[config.mk]
export PLATFORM = sky130hd
export DESIGN_NAME = grf_writeback
export DESIGN_NICKNAME = d
export VERILOG_FILES = /design/src/rtl/mips_pkg.sv /design/src/rtl/grf_array.sv /design/src/rtl/grf_writeback.sv
export SDC_FILE = /design/constraint.sdc
export NUM_CORES = 2
export LEC_CHECK = 0
export CAP_MARGIN = 20
export CORE_ASPECT_RATIO = 0.8
export CORE_MARGIN = 1.5
export CORE_UTILIZATION = 29
export CTS_CLUSTER_DIAMETER = 30
export DETAILED_ROUTE_END_ITERATION = 10
export PLACE_DENSITY = 0.5
export SLEW_MARGIN = 20
export SYNTH_ARGS = -nofsm -noshare
export SYNTH_HDL_FRONTEND = slang
export SYNTH_SLANG_ARGS = --single-unit
[constraint.sdc]
create_clock -name clk -period 2.3 [get_ports clk]
set_input_delay 0.345 -clock clk [delete_from_list [all_inputs] [get_ports clk]]
set_output_delay 0.345 -clock clk [all_outputs]
set_load 0.01 [all_outputs]
[src/rtl/mips_pkg.sv]
// ============================================================================
// Module   : mips_pkg
// Purpose  : Shared constants for the MIPS pipeline write-back datapath.
// Revision : 1.0 - initial release
// ============================================================================
`default_nettype none

package mips_pkg;

  localparam logic [1:0] WD_SEL_E_RES = 2'd0;
  localparam logic [1:0] WD_SEL_M_RES = 2'd1;
  localparam logic [1:0] WD_SEL_EXT32 = 2'd2;
  localparam logic [1:0] WD_SEL_PC8   = 2'd3;

  localparam int GRF_ADDR_W = 5;

  // Write-back value select, shared by the stage and anything forwarding from it.
  function automatic logic [31:0] wd_select(
    input logic [1:0]  sel,
    input logic [31:0] e_res,
    input logic [31:0] m_res,
    input logic [31:0] ext32,
    input logic [31:0] pc8
  );
    logic [31:0] w_res;
    unique case (sel)
      WD_SEL_E_RES: w_res = e_res;
      WD_SEL_M_RES: w_res = m_res;
      WD_SEL_EXT32: w_res = ext32;
      WD_SEL_PC8:   w_res = pc8;
    endcase
    return w_res;
  endfunction

endpackage

`default_nettype wire

[src/rtl/grf_array.sv]
// ============================================================================
// Module   : grf_array
// Purpose  : 2R1W register storage with hard-wired zero entry and sync clear.
// Revision : 1.0 - initial release
// ============================================================================
`default_nettype none

module grf_array
  import mips_pkg::*;
#(
  parameter int DEPTH  = 32,
  parameter int WIDTH  = 32,
  parameter int ADDR_W = GRF_ADDR_W
) (
  input  logic              clk,
  input  logic              rst,
  input  logic              i_we,
  input  logic [ADDR_W-1:0] i_wa,
  input  logic [WIDTH-1:0]  i_wd,
  input  logic [ADDR_W-1:0] i_ra1,
  input  logic [ADDR_W-1:0] i_ra2,
  output logic [WIDTH-1:0]  o_rd1,
  output logic [WIDTH-1:0]  o_rd2
);

  logic [WIDTH-1:0] w_rows [DEPTH];

  // Entry 0 has no storage; it is a constant zero row.
  assign w_rows[0] = '0;

  for (genvar gi = 1; gi < DEPTH; gi++) begin : g_row
    logic [WIDTH-1:0] r_row;

    always_ff @(posedge clk) begin
      if (rst) begin
        r_row <= '0;
      end else if (i_we && (i_wa == ADDR_W'(gi))) begin
        r_row <= i_wd;
      end
    end

    assign w_rows[gi] = r_row;
  end

  assign o_rd1 = w_rows[i_ra1];
  assign o_rd2 = w_rows[i_ra2];

endmodule

`default_nettype wire

[src/rtl/grf_writeback.sv]
// ============================================================================
// Module   : grf_writeback
// Purpose  : W stage - write-data select, GRF commit with D-read bypass,
//            commit trace and retired-instruction counter.
// Revision : 1.0 - initial release
// ============================================================================
`default_nettype none

module grf_writeback
  import mips_pkg::*;
#(
  parameter int          GRF_DEPTH = 32,
  parameter logic [31:0] PC_RESET  = 32'h0000_3000
) (
  input  logic                  clk,
  input  logic                  RESET,
  input  logic                  W_GRFWE,
  input  logic [1:0]            W_GRF_WD_W_Sel,
  input  logic [31:0]           W_E_RES,
  input  logic [31:0]           W_M_RES,
  input  logic [31:0]           W_ext32,
  input  logic [31:0]           W_pc8,
  input  logic [GRF_ADDR_W-1:0] W_GRF_A3,
  input  logic [31:0]           W_Exam_InstrAddr,
  input  logic [GRF_ADDR_W-1:0] D_GRF_A1,
  input  logic [GRF_ADDR_W-1:0] D_GRF_A2,
  output logic [31:0]           D_GRF_RD1,
  output logic [31:0]           D_GRF_RD2,
  output logic [31:0]           W_GRF_WD,
  output logic                  Exam_WE,
  output logic [GRF_ADDR_W-1:0] Exam_A3,
  output logic [31:0]           Exam_WD,
  output logic [31:0]           Exam_PC,
  output logic [31:0]           Retire_Count
);

  // A bubble is marked by PC zero, independent of the reset vector.
  localparam logic [31:0] c_bubble_pc = PC_RESET & 32'h0;

  logic        w_we_eff;
  logic [31:0] w_arr_rd1;
  logic [31:0] w_arr_rd2;
  logic [31:0] r_retire_count;

  assign W_GRF_WD = wd_select(W_GRF_WD_W_Sel, W_E_RES, W_M_RES, W_ext32, W_pc8);
  assign w_we_eff = W_GRFWE && (W_GRF_A3 != '0) && !RESET;

  grf_array #(
    .DEPTH  (GRF_DEPTH),
    .WIDTH  (32),
    .ADDR_W (GRF_ADDR_W)
  ) u_grf_array (
    .clk   (clk),
    .rst   (RESET),
    .i_we  (w_we_eff),
    .i_wa  (W_GRF_A3),
    .i_wd  (W_GRF_WD),
    .i_ra1 (D_GRF_A1),
    .i_ra2 (D_GRF_A2),
    .o_rd1 (w_arr_rd1),
    .o_rd2 (w_arr_rd2)
  );

  // Write-before-read: the W commit is visible to D in the same cycle.
  always_comb begin
    D_GRF_RD1 = w_arr_rd1;
    D_GRF_RD2 = w_arr_rd2;
    if (D_GRF_A1 == '0) begin
      D_GRF_RD1 = '0;
    end else if (w_we_eff && (W_GRF_A3 == D_GRF_A1)) begin
      D_GRF_RD1 = W_GRF_WD;
    end
    if (D_GRF_A2 == '0) begin
      D_GRF_RD2 = '0;
    end else if (w_we_eff && (W_GRF_A3 == D_GRF_A2)) begin
      D_GRF_RD2 = W_GRF_WD;
    end
  end

  assign Exam_WE = w_we_eff;
  assign Exam_A3 = W_GRF_A3;
  assign Exam_WD = W_GRF_WD;
  assign Exam_PC = W_Exam_InstrAddr;

  always_ff @(posedge clk) begin
    if (RESET) begin
      r_retire_count <= '0;
    end else if (W_Exam_InstrAddr != c_bubble_pc) begin
      r_retire_count <= r_retire_count + 32'd1;
    end
  end

  assign Retire_Count = r_retire_count;

endmodule

`default_nettype wire
==> results.cfg <==
[worst_hold_path]
hold_path.class = input pin to register

[synthesis]
syn_inst = 6355
ys_ff_latch = 1024
synthSimpleGateAreaFrac = 0.174
yosys.cell_types.count = 62
synthArstFlopShare = 0
synthesis.area_mm2 = 0.0540
synthAdderAreaFrac = 0.000232
synth_compound_area_frac = 0.171
synth.net_count = 6536
synth_top_family_by_area = multiplexers
ys_seq_area_frac = 0.380
synth-xor-area-share = 0.00243
syn_area_per_cell_um2 = 8.50
synth_warnings = 0
yosys_most_used_dff = dfxtp_1
synth_mux_area_frac = 0.209
synth_edf_count = 0

[worst_setup_path]
crit_fanout = 3
max_stage_delay_ns = 0.47
r2r_slack_ns = 0.24
setup.worst_path.end_class = output port
cp_cell_sequence = mux4_2, o22a_1, o21ai_1, buf_4, nor4_4, a221o_1, buf_2
path_buf_inv = 2
cp_slowest_cell = mux4_2
critical_path_class = register to output port
path_delay_family = compound AO/OA/AOI/OAI gates
arrival_ns = 2.76
crit_required_ns = 1.96
critical_path.startpoint_type = register

[drt]
highest_layer = met4
drt-total-wl_um = 263000
wl_per_cell_um = 26.4
drtPass1Iterations = 6
vias_per_cell = 5.61
drc = 0
drt-initial-drc-count = 6762
vias = 55864
final_antenna_net_count = 0
met2_length_um = 115000
wl_met1_um = 107000
met3_length_um = 24700

[cts]
clockRootBuffer = clkbuf_16
cts_tree = built
htreeDepth = 4
clkSinkCount = 1024
cts_made_buffers = 191
clockBufferDepth = 3
insertion_delay_ns = 0.83
clk_pin_slew_ns = 0.05

[placement]
io_buffer_count = 377
dpl-instance-area_mm2 = 0.0686
gp_congestion = 0.942
placed_cells = 9508
dp_hpwl_um = 181000

[timing]
setup_slack_ns = -0.802
final-max-slew-violation-count = 0
hold_violations = 0
clock.fmax_mhz = 322
hold_ws_ns = 0.375
finalCritPeriodShare = 1.35
setup_viol = 65
relSlewSlack = 0.0931
skew_ns = 0.0291
worst_pin_slew_ns = 1.36
rsz0062_at_grt = yes
fin_crit_ns = 3.10

[global_routing]
antenna_found_initial = 3
grt_pass1_vias = 53699
globalRouteTotalUtil = 0.269
overflow = 0
grt_pass1_wl_um = 374000
grt_max_degree = 227

[die]
ios = 378
start_util = 0.292
die_h_um = 389
dieWidth_um = 485
num_rows = 141
dieArea_mm2 = 0.189
core_mm2 = 0.185

[pwr]
powerDensity_mw_per_mm2 = 714
internal-power_mw = 40.8
p_leak_nw = 28.4
p_comb_frac = 0.132
switching_share = 0.270
power_frac_seq = 0.321
ir_drop_uv = 664
p_sw_mw = 15.1
power_frac_clock = 0.547

[layout]
finalNonFillerCells = 9960
drive_gt1_frac = 0.317
final_area_mm2 = 0.0782
nets = 7540
syn2layout_area_growth_pct = 44.8
fillers = 17869

[status]
violations = setup timing
outcome = complete, but fails checks

[flow_run]
cap_violations = 0
==> state kept, by name (all words and copies together), names as in the netlist <==
name,flops
u_grf_array.g_row.r_row,992
Retire_Count,32
==> placed cells by master, fill, tap and decap left out, drive strengths merged, types with 70 or more instances in the layout <==
cell type / Yosys / final
mux2i: 214 / 214
clkdlybuf4s50: 0 / 231
buf: 257 / 1233
clkbuf: 462 / 246
nand2: 2043 / 2043
nor4: 73 / 73
mux4: 357 / 357
a221o: 70 / 70
mux2: 98 / 98
dfxtp: 1024 / 1024
a221oi: 89 / 89
a21oi: 1055 / 1055
o21ai: 107 / 107
==> what timing repair did <==
item,in CTS,in global routing
endpoints found under the setup margin,128,80
gates resized for setup,724,156
buffers inserted,66,36
pin swaps,120,80
hold buffers,1,0
cloned,4,4
endpoints found under the hold margin,17,0
==> stage by stage <==
| step | util | setup slack, ns | TNS (ns) | total power [mW] |
|---|---|---|---|---|
| 6_report | 0.423 | -0.802 | -40.46 | 55.8 |
| 2_1_floorplan | - | -0.0349 | -0.700 | 21.2 |
| 3_5_place_dp | 0.371 | -1.44 | -404.63 | 25.0 |
| 3_3_place_gp | 0.371 | -1.70 | -402.56 | 25.0 |
| 5_1_grt | 0.423 | -0.806 | -43.21 | 57.2 |
| 4_1_cts | 0.418 | -0.799 | -44.19 | 55.8 |
==> path summary, 6_finish.rpt <==
path | depth (start not counted) | end | startpoint
max | 7 | D_GRF_RD2[10] | u_grf_array.g_row[11].r_row[10]$_SDFFE_PP0P_
min | 6 | u_grf_array.g_row[15].r_row[18]$_SDFFE_PP0P_ | W_GRF_WD_W_Sel[0]
max reg2reg | 5 | Retire_Count[22]$_SDFFE_PP0P_ | Retire_Count[5]$_SDFFE_PP0P_
min reg2reg | 2 | u_grf_array.g_row[7].r_row[10]$_SDFFE_PP0P_ | u_grf_array.g_row[7].r_row[10]$_SDFFE_PP0P_
==> synth_stat cells (31+ instances only) <==
master / count / share of area
buf_4: 101 / 0.014
mux2i_1: 214 / 0.040
a22oi_1: 43 / 0.0060
dfxtp_1: 1024 / 0.38
nor4_1: 73 / 0.0085
a211o_1: 31 / 0.0050
o21ai_0: 106 / 0.0098
nand2b_1: 39 / 0.0045
a221o_1: 70 / 0.013
a211oi_1: 32 / 0.0044
nor3_1: 48 / 0.0044
mux4_2: 357 / 0.15
buf_1: 49 / 0.0034
buf_2: 84 / 0.0078
a21oi_1: 1055 / 0.098
o22a_1: 42 / 0.0068
nand2_1: 2043 / 0.14
mux2_2: 98 / 0.020
clkbuf_1: 460 / 0.032
a221oi_1: 89 / 0.014
nor2_1: 51 / 0.0035
==> metal layers <==
metal,global-route usage,vias up
li1,-,24605
met4,0.161,0
met3,0.0489,588
met1,0.357,27527
met2,0.405,3144
met5,0,-
==> layout make-up <==
cell class	count	area, µm²	share of cell area
Sequential cell	1024	20600	0.264
Clock buffer	241	5240	0.0670
Multi-Input combinational cell	4596	31800	0.406
Clock inverter	117	1710	0.0218
Timing Repair Buffer	1530	15800	0.201
Tap cell	2431	3040	0.0389
Antenna cell	5	12.5	0.000160
Inverter	16	60.1	0.000768
==> worst reg2reg max path, stage by stage (launching register included) <==
cell and delay [ns]:
dfxtp_1 0.42, and4_1 0.29, nand4_1 0.19, or3_1 0.53, or4_1 0.43, a21oi_1 0.15
==> power by group through the flow <==
stage | Clock, mW | Sequential [mW] | Combinational [mW]
after floorplan | 0 | 18.3 | 2.96
after global placement | 0 | 18.3 | 6.78
after detailed placement | 0 | 18.3 | 6.76
after CTS | 30.8 | 17.9 | 7.15
after global routing | 31.7 | 17.9 | 7.57
final | 30.5 | 17.9 | 7.37
==> cell families (layout without fill, tap and decap cells) <==
| group | count (synthesis) | after routing |
|---|---|---|
| muxes | 669 | 669 |
| buffers and inverters | 735 | 1904 |
| AOI/OAI and AO/OA | 1570 | 1570 |
| DFF | 1024 | 1024 |
| and+or+nand+nor | 2341 | 2341 |
| xor gates and xnor gates | 15 | 15 |
| adders and majority gates | 1 | 1 |
| other | 0 | 5 |
Power figures use the tool's default switching activity.
